===== config.mk =====
export PLATFORM = sky130hd
export DESIGN_NAME = merger_2_select
export DESIGN_NICKNAME = d
export VERILOG_FILES = /design/src/rtl/merger_2_select.sv
export SDC_FILE = /design/constraint.sdc
export NUM_CORES = 2
export LEC_CHECK = 0
export ABC_AREA = 1
export CAP_MARGIN = 10
export CELL_PAD_IN_SITES_DETAIL_PLACEMENT = 1
export CELL_PAD_IN_SITES_GLOBAL_PLACEMENT = 2
export CORE_AREA = 2 2 408 410
export DETAILED_ROUTE_END_ITERATION = 6
export DIE_AREA = 0 0 410 412
export DONT_BUFFER_PORTS = 1
export PLACE_DENSITY = 0.49
export REMOVE_ABC_BUFFERS = 1
export SLEW_MARGIN = 20
export SYNTH_ARGS = -nofsm -noshare
export SYNTH_HDL_FRONTEND = slang
export SYNTH_SLANG_ARGS = --single-unit

===== constraint.sdc =====
create_clock -name i_clk -period 4 [get_ports i_clk]
set_input_delay 1 -clock i_clk [delete_from_list [all_inputs] [get_ports i_clk]]
set_output_delay 1 -clock i_clk [all_outputs]
set_load 0.1 [all_outputs]

===== src/rtl/merger_2_select.sv =====
// Front-end selector for the 2-merger: picks the next word from two sorted FIFOs and
// feeds the bitonic network. Optional run counter enabled by `define MERGER_SELECT_STATS_EN.
module merger_2_select #(
    parameter int DATA_WIDTH = 128,
    parameter int KEY_WIDTH  = 80
) (
    input  logic                    i_clk,
    input  logic                    i_rst,
    input  logic [2*DATA_WIDTH-1:0] i_a_data,
    input  logic                    i_a_empty,
    output logic                    o_a_deq,
    input  logic [2*DATA_WIDTH-1:0] i_b_data,
    input  logic                    i_b_empty,
    output logic                    o_b_deq,
    input  logic                    i_out_full,
    output logic [2*DATA_WIDTH-1:0] o_elems,
    output logic [2*DATA_WIDTH-1:0] o_top_tuple,
    output logic                    o_stall,
    output logic                    o_switch_output,
`ifdef MERGER_SELECT_STATS_EN
    output logic [31:0]             o_run_count,
`endif
    output logic                    o_merge_done
);
    localparam int WW = 2 * DATA_WIDTH;

    typedef enum logic [1:0] {MERGE, DRAIN_A, DRAIN_B, FLUSH} state_t;

    localparam logic SRC_A = 1'b0;
    localparam logic SRC_B = 1'b1;

    logic [KEY_WIDTH-1:0] a_key [2];
    logic [KEY_WIDTH-1:0] b_key [2];

    genvar gi;
    generate
        for (gi = 0; gi < 2; gi++) begin : g_keys
            assign a_key[gi] = i_a_data[gi*DATA_WIDTH +: KEY_WIDTH];
            assign b_key[gi] = i_b_data[gi*DATA_WIDTH +: KEY_WIDTH];
        end
    endgenerate

    // Key 0 never occurs in data, so two zero keys mark the end of a stream.
    logic a_term, b_term;
    assign a_term = (a_key[0] == '0) && (a_key[1] == '0);
    assign b_term = (b_key[0] == '0) && (b_key[1] == '0);

    state_t          state_q, state_d;
    logic            last_src_q, last_src_d;
    logic [WW-1:0]   elems_q, elems_d;
    logic [WW-1:0]   top_q, top_d;
    logic            stall_q, stall_d;
    logic            switch_q, switch_d;
    logic            done_q, done_d;
    logic            a_deq, b_deq;
    logic            issue;
    logic            issue_src;
    logic [WW-1:0]   issue_word;
    logic [WW-1:0]   issue_top;

    always_comb begin
        state_d    = state_q;
        a_deq      = 1'b0;
        b_deq      = 1'b0;
        issue      = 1'b0;
        issue_src  = SRC_A;
        issue_word = '0;
        issue_top  = '0;
        done_d     = 1'b0;
        unique case (state_q)
            MERGE: begin
                if (!i_a_empty && !i_b_empty && !i_out_full) begin
                    if (a_term && b_term) begin
                        a_deq   = 1'b1;
                        b_deq   = 1'b1;
                        state_d = FLUSH;
                    end else if (a_term) begin
                        a_deq   = 1'b1;
                        state_d = DRAIN_B;
                    end else if (b_term) begin
                        b_deq   = 1'b1;
                        state_d = DRAIN_A;
                    end else if (a_key[1] <= b_key[1]) begin
                        a_deq      = 1'b1;
                        issue      = 1'b1;
                        issue_src  = SRC_A;
                        issue_word = i_a_data;
                        issue_top  = i_b_data;
                    end else begin
                        b_deq      = 1'b1;
                        issue      = 1'b1;
                        issue_src  = SRC_B;
                        issue_word = i_b_data;
                        issue_top  = i_a_data;
                    end
                end
            end
            DRAIN_A: begin
                if (!i_a_empty && !i_out_full) begin
                    a_deq = 1'b1;
                    if (a_term) begin
                        state_d = FLUSH;
                    end else begin
                        issue      = 1'b1;
                        issue_src  = SRC_A;
                        issue_word = i_a_data;
                    end
                end
            end
            DRAIN_B: begin
                if (!i_b_empty && !i_out_full) begin
                    b_deq = 1'b1;
                    if (b_term) begin
                        state_d = FLUSH;
                    end else begin
                        issue      = 1'b1;
                        issue_src  = SRC_B;
                        issue_word = i_b_data;
                    end
                end
            end
            default: begin
                if (!i_out_full) begin
                    issue     = 1'b1;
                    issue_src = SRC_A;
                    done_d    = 1'b1;
                    state_d   = MERGE;
                end
            end
        endcase
    end

    // Output registers hold their value on cycles with nothing to issue.
    always_comb begin
        elems_d    = elems_q;
        top_d      = top_q;
        switch_d   = switch_q;
        last_src_d = last_src_q;
        stall_d    = 1'b1;
        if (issue) begin
            elems_d    = issue_word;
            top_d      = issue_top;
            switch_d   = (issue_src != last_src_q);
            last_src_d = issue_src;
            stall_d    = 1'b0;
        end
    end

    always_ff @(posedge i_clk) begin
        if (i_rst) begin
            state_q    <= MERGE;
            last_src_q <= SRC_A;
            elems_q    <= '0;
            top_q      <= '0;
            stall_q    <= 1'b1;
            switch_q   <= 1'b0;
            done_q     <= 1'b0;
        end else begin
            state_q    <= state_d;
            last_src_q <= last_src_d;
            elems_q    <= elems_d;
            top_q      <= top_d;
            stall_q    <= stall_d;
            switch_q   <= switch_d;
            done_q     <= done_d;
        end
    end

`ifdef MERGER_SELECT_STATS_EN
    logic [31:0] run_count_q, run_count_d;

    // The terminator itself is not counted; the count restarts after the done pulse.
    always_comb begin
        run_count_d = (done_q ? 32'd0 : run_count_q) + 32'(issue && !done_d);
    end

    always_ff @(posedge i_clk) begin
        if (i_rst) begin
            run_count_q <= '0;
        end else begin
            run_count_q <= run_count_d;
        end
    end

    assign o_run_count = run_count_q;
`endif

    assign o_a_deq         = a_deq & ~i_rst;
    assign o_b_deq         = b_deq & ~i_rst;
    assign o_elems         = elems_q;
    assign o_top_tuple     = top_q;
    assign o_stall         = stall_q;
    assign o_switch_output = switch_q;
    assign o_merge_done    = done_q;
endmodule

==> metrics.md <==
| Metric | Value |
|---|---|
| # setup viols final | 1 |
| DRT Pass-1 Iters | 5 |
| Top-count cell post-synth | nand2_1 |
| Synth cell count leaders | nand2_1 (1619), a21oi_1 (560), dfxtp_1 (518), inv_1 (441), nand3_1 (368) |
| Top post-synthesis cells by area | dfxtp_1 (33%), nand2_1 (19%), a21oi_1 (8.8%), nand3_1 (5.8%), o21ai_0 (5.3%) |
| Total routed wirelength | 202000 um |
| Worst R2R Start | state_q[1] |
| Sw Pwr | about 0.0055 W |
| Clk_lat worst skew | slightly above 0.7 ns |
| Critical path's slowest cell | ha_1 |
| Clock transition at path regs | about 0.05 ns |
| Std-Cell Rows | 149 |
| Max Root-Sink Buffers | 3 |
| Worst-path cell chain | inv_1, ha_1, nand2_1, inv_1, nand3_1, nor3_4, nand2_1, nand2_1, nand2_1, nand2_4, nand2_8, nand2_8, nand2_4, a21oi_4, nor2_4, buf_12 |
| Critical path type | input pin to output port |
| Logic gate share of total power | around 14% |
| Post-synth ARST share | 0% |
| GRT Total Usage | between 20% and 30% |
| Crit path launch type | input pin |
| Largest net degree at the start of global routing | 517 |
| Pwr Density | about 410 nW/um^2 |
| Failing checks | max-slew violations, negative setup slack |
| Seq cells post-synth | ~520 |
| Worst setup margin | -0.0107 ns |
| DR WL/cell | approximately 28 um |
| Crit Path Max Fanout | 4 |
| Met3 wire len | 17500 um |
| Final worst-path cycle share | 100% |
| Routed Antenna Nets | 0 |
| Highest metal layer with signal wires | met5 |
| Minimum clock period | between 4 and 5 ns |
| Slew Viols, Final | 79 |
| Status | finished, violations left |
| RSZ-0062 raised after global routing | yes |
| Iter 0 DRT Violations | a little over 2000 |
| CP Data Required Time | ~3.0 ns |
| Clock share of power | between 40 and 50% |
| Met1 WL | ~84000 um |
| Hold-fix buffers, CTS | 0 |
| Critical path buffer and inverter count | 3 |
| Starting Density | about a fifth |
| Hold Path Class | input pin to flop |
| First-pass GRT wire length | roughly 280000 um |
| DRC | 0 |
| Post-synth EDFFs | 0 |
| Share of cells above drive strength 1 | between 10% and 20% |
| Synthesis Warnings | 0 |
| Worst Tran Pin Value | about 1.6 ns |
| Boundary Pins | approximately 1000 |
| Root Driver | clkbuf_16 |
| Die Height | 412 um |
| Synth area leader | dfxtp_1 |
| Sequential share of power | between 40% and 50% |
| Via count | around 36000 |
| Synth top area share | between 30% and 40% |
| Critical Path Start | i_b_data[163] |
| Nets | about 5700 |
| H-Tree Depth | 3 |
| Switch share | between 30% and 40% |
| Area Overhead vs Synth | 23.3% |
| Worst Setup EP | o_a_deq |
| Core Box Area | approximately 160000 sq um |
| Netlist cell types | 33 |
| Cell depth of the worst setup path | 16 |
| Layout Skew | 0.0237 ns |
| Top delay family on crit path | simple AND/OR/NAND/NOR gates |
| Delay of the slowest critical-path stage | just under 0.3 ns |
| Synth Area per Inst | 6.26 sq um |
| FF-to-FF setup slack | roughly 1.2 ns |
| Global placement routability congestion | roughly 0.83 |
| Met2 routed WL | 95800 um |
| Fillcell total | between 20000 and 25000 |
| Total power | 0.0160 W |
| TritonCTS Buffers | between 70 and 80 |
| Hold WS | approximately 0.4 ns |
| Die area | 169000 sq um |
| Die W | ~410 um |
| Vias in the first global route | approximately 36000 |
| I/O Buffers | 0 |
| Placed Cells | approximately 7200 |
| Most used flip-flop cell after synthesis | dfxtp_1 |
| Number of cells produced by synthesis | 5078 |
| Non-filler cells, final | 7315 |
| Drt via density | 4.88 |
| Hold violation count in the final report | 0 |
| DP HPWL | between 100000 and 150000 um |
| Post-synth design cell area | around 32000 sq um |
| Internal power | ~0.010 W |
| GR Overflow Total | 0 |
| Sequential share of the synthesized area | around 33% |
| R2R depth | 13 |
| Fmax | ~250 MHz |
| Slew margin rel. | -4.35% |
| # Max-Cap Violations | 0 |
| WP data arrival | 3.01 ns |
| Initial antenna violation count | 9 |
| Worst setup EP type | output port |
| Most used cell, CP | nand2_1 |
| CTS tree | done |
| VDD IR max | 0.307 mV |
| Worst r2r dst | o_elems[19] |
| Pleak | approximately 15 nW |
| CTS Sinks | between 500 and 600 |
## flip-flops by register name, indices dropped and copies added (netlist names)
name,count
o_elems,256
o_top_tuple,256
state_q,2
last_src_q,1
o_merge_done,1
o_stall,1
o_switch_output,1
## logic make-up (layout without fill, tap and decap cells)
family                     Yosys count  count (layout)  synth area share, %
and+or+nand+nor                   2560            2560                 35.9
xor gates and xnor gates             1               1               0.0276
buffers and inverters              871             917                 11.1
other                                0               2                    0
DFF                                518             518                 32.6
adders and majority gates           84              84                 3.31
AOI/OAI and AO/OA                 1044            1044                 17.0
## cell type report
type                       count  area [sq um]  area share, %
sequential                   518         10400           26.5
inverter                     465          1790           4.56
clock inverter                20           258          0.658
tap                         2189          2740           6.99
antenna                        2          5.00         0.0128
clock buffer                 122          2390           6.09
multi-input combinational   3689         18300           46.7
timing repair buffer         310          3330           8.50
## power groups by stage
stage | Clock (W) | Combinational, W | Sequential [W]
3_3_place_gp | 0 | 0.00222 | 0.00651
6_report | 0.00734 | 0.00224 | 0.00640
4_1_cts | 0.00763 | 0.00227 | 0.00640
5_1_grt | 0.00776 | 0.00250 | 0.00640
3_5_place_dp | 0 | 0.00224 | 0.00651
2_1_floorplan | 0 | 0.00122 | 0.00644
## layer usage
| layer | vias up | global-route usage (%) |
|---|---|---|
| li1 | 16865 | - |
| met1 | 17693 | 27.7 |
| met2 | 1000 | 38.8 |
| met3 | 170 | 7.87 |
| met4 | 2 | 5.68 |
| met5 | - | 0 |
## timing repair
| item | in CTS | in global routing |
|---|---|---|
| endpoints found under the setup margin | 2 | 2 |
| buffers inserted | 2 | 1 |
| resized for setup | 57 | 30 |
| pin swaps | 30 | 36 |
## placed cells by master, fill, tap and decap left out, drive strengths merged
cell      Yosys  final
o21a          4      4
clkinv        1     13
o21ai       357    357
bufinv        0      5
clkbuf      227    122
inv         464    462
clkinvlp      0      5
a21oi       560    560
a31oi         1      1
nand4       263    263
a21o          6      6
ha           84     84
nand3       368    368
diode         0      2
nor4          3      3
nor3          9      9
dfxtp       518    518
nand3b      165    165
o22ai       116    116
nand2      1623   1623
xnor2         1      1
buf         179    310
nor2        129    129
## worst min path at each step
stage,startpoint,slack [ns],cells after the start,endpoint
detailed placement,o_elems[0],0.47,2,o_elems[0]
global placement,o_elems[0],0.46,2,o_elems[0]
global route,i_out_full,0.36,1,o_merge_done
floorplan,last_src_q,0.48,2,last_src_q
CTS,i_out_full,0.31,1,o_merge_done
finish,i_out_full,0.39,1,o_merge_done
## worst reg2reg max path: stages, from the launching register on
cell and delay (ns):
dfxtp_1 0.33, inv_1 0.08, ha_1 0.15, buf_4 0.25, inv_1 0.07, nor2_1 0.30
buf_4 0.23, nand2_8 0.08, o21ai_4 0.08, buf_4 0.68, nand3_1 0.17, nand2_1 0.11
nand2_1 0.06, a21oi_1 0.14
## metrics by stage
step           TNS, ns  setup WS, ns  util (%)  cell area (sq um)
6_report       -0.0107       -0.0107      23.9              39200
5_1_grt         -0.218        -0.116      23.9              39200
4_1_cts        -0.0916       -0.0575      23.8              39100
3_5_place_dp   -110.15        -0.481      22.0              36200
3_3_place_gp   -109.24        -0.513      22.0              36200
2_1_floorplan        -        -32.48         -              30000
Power figures use the tool's default switching activity.
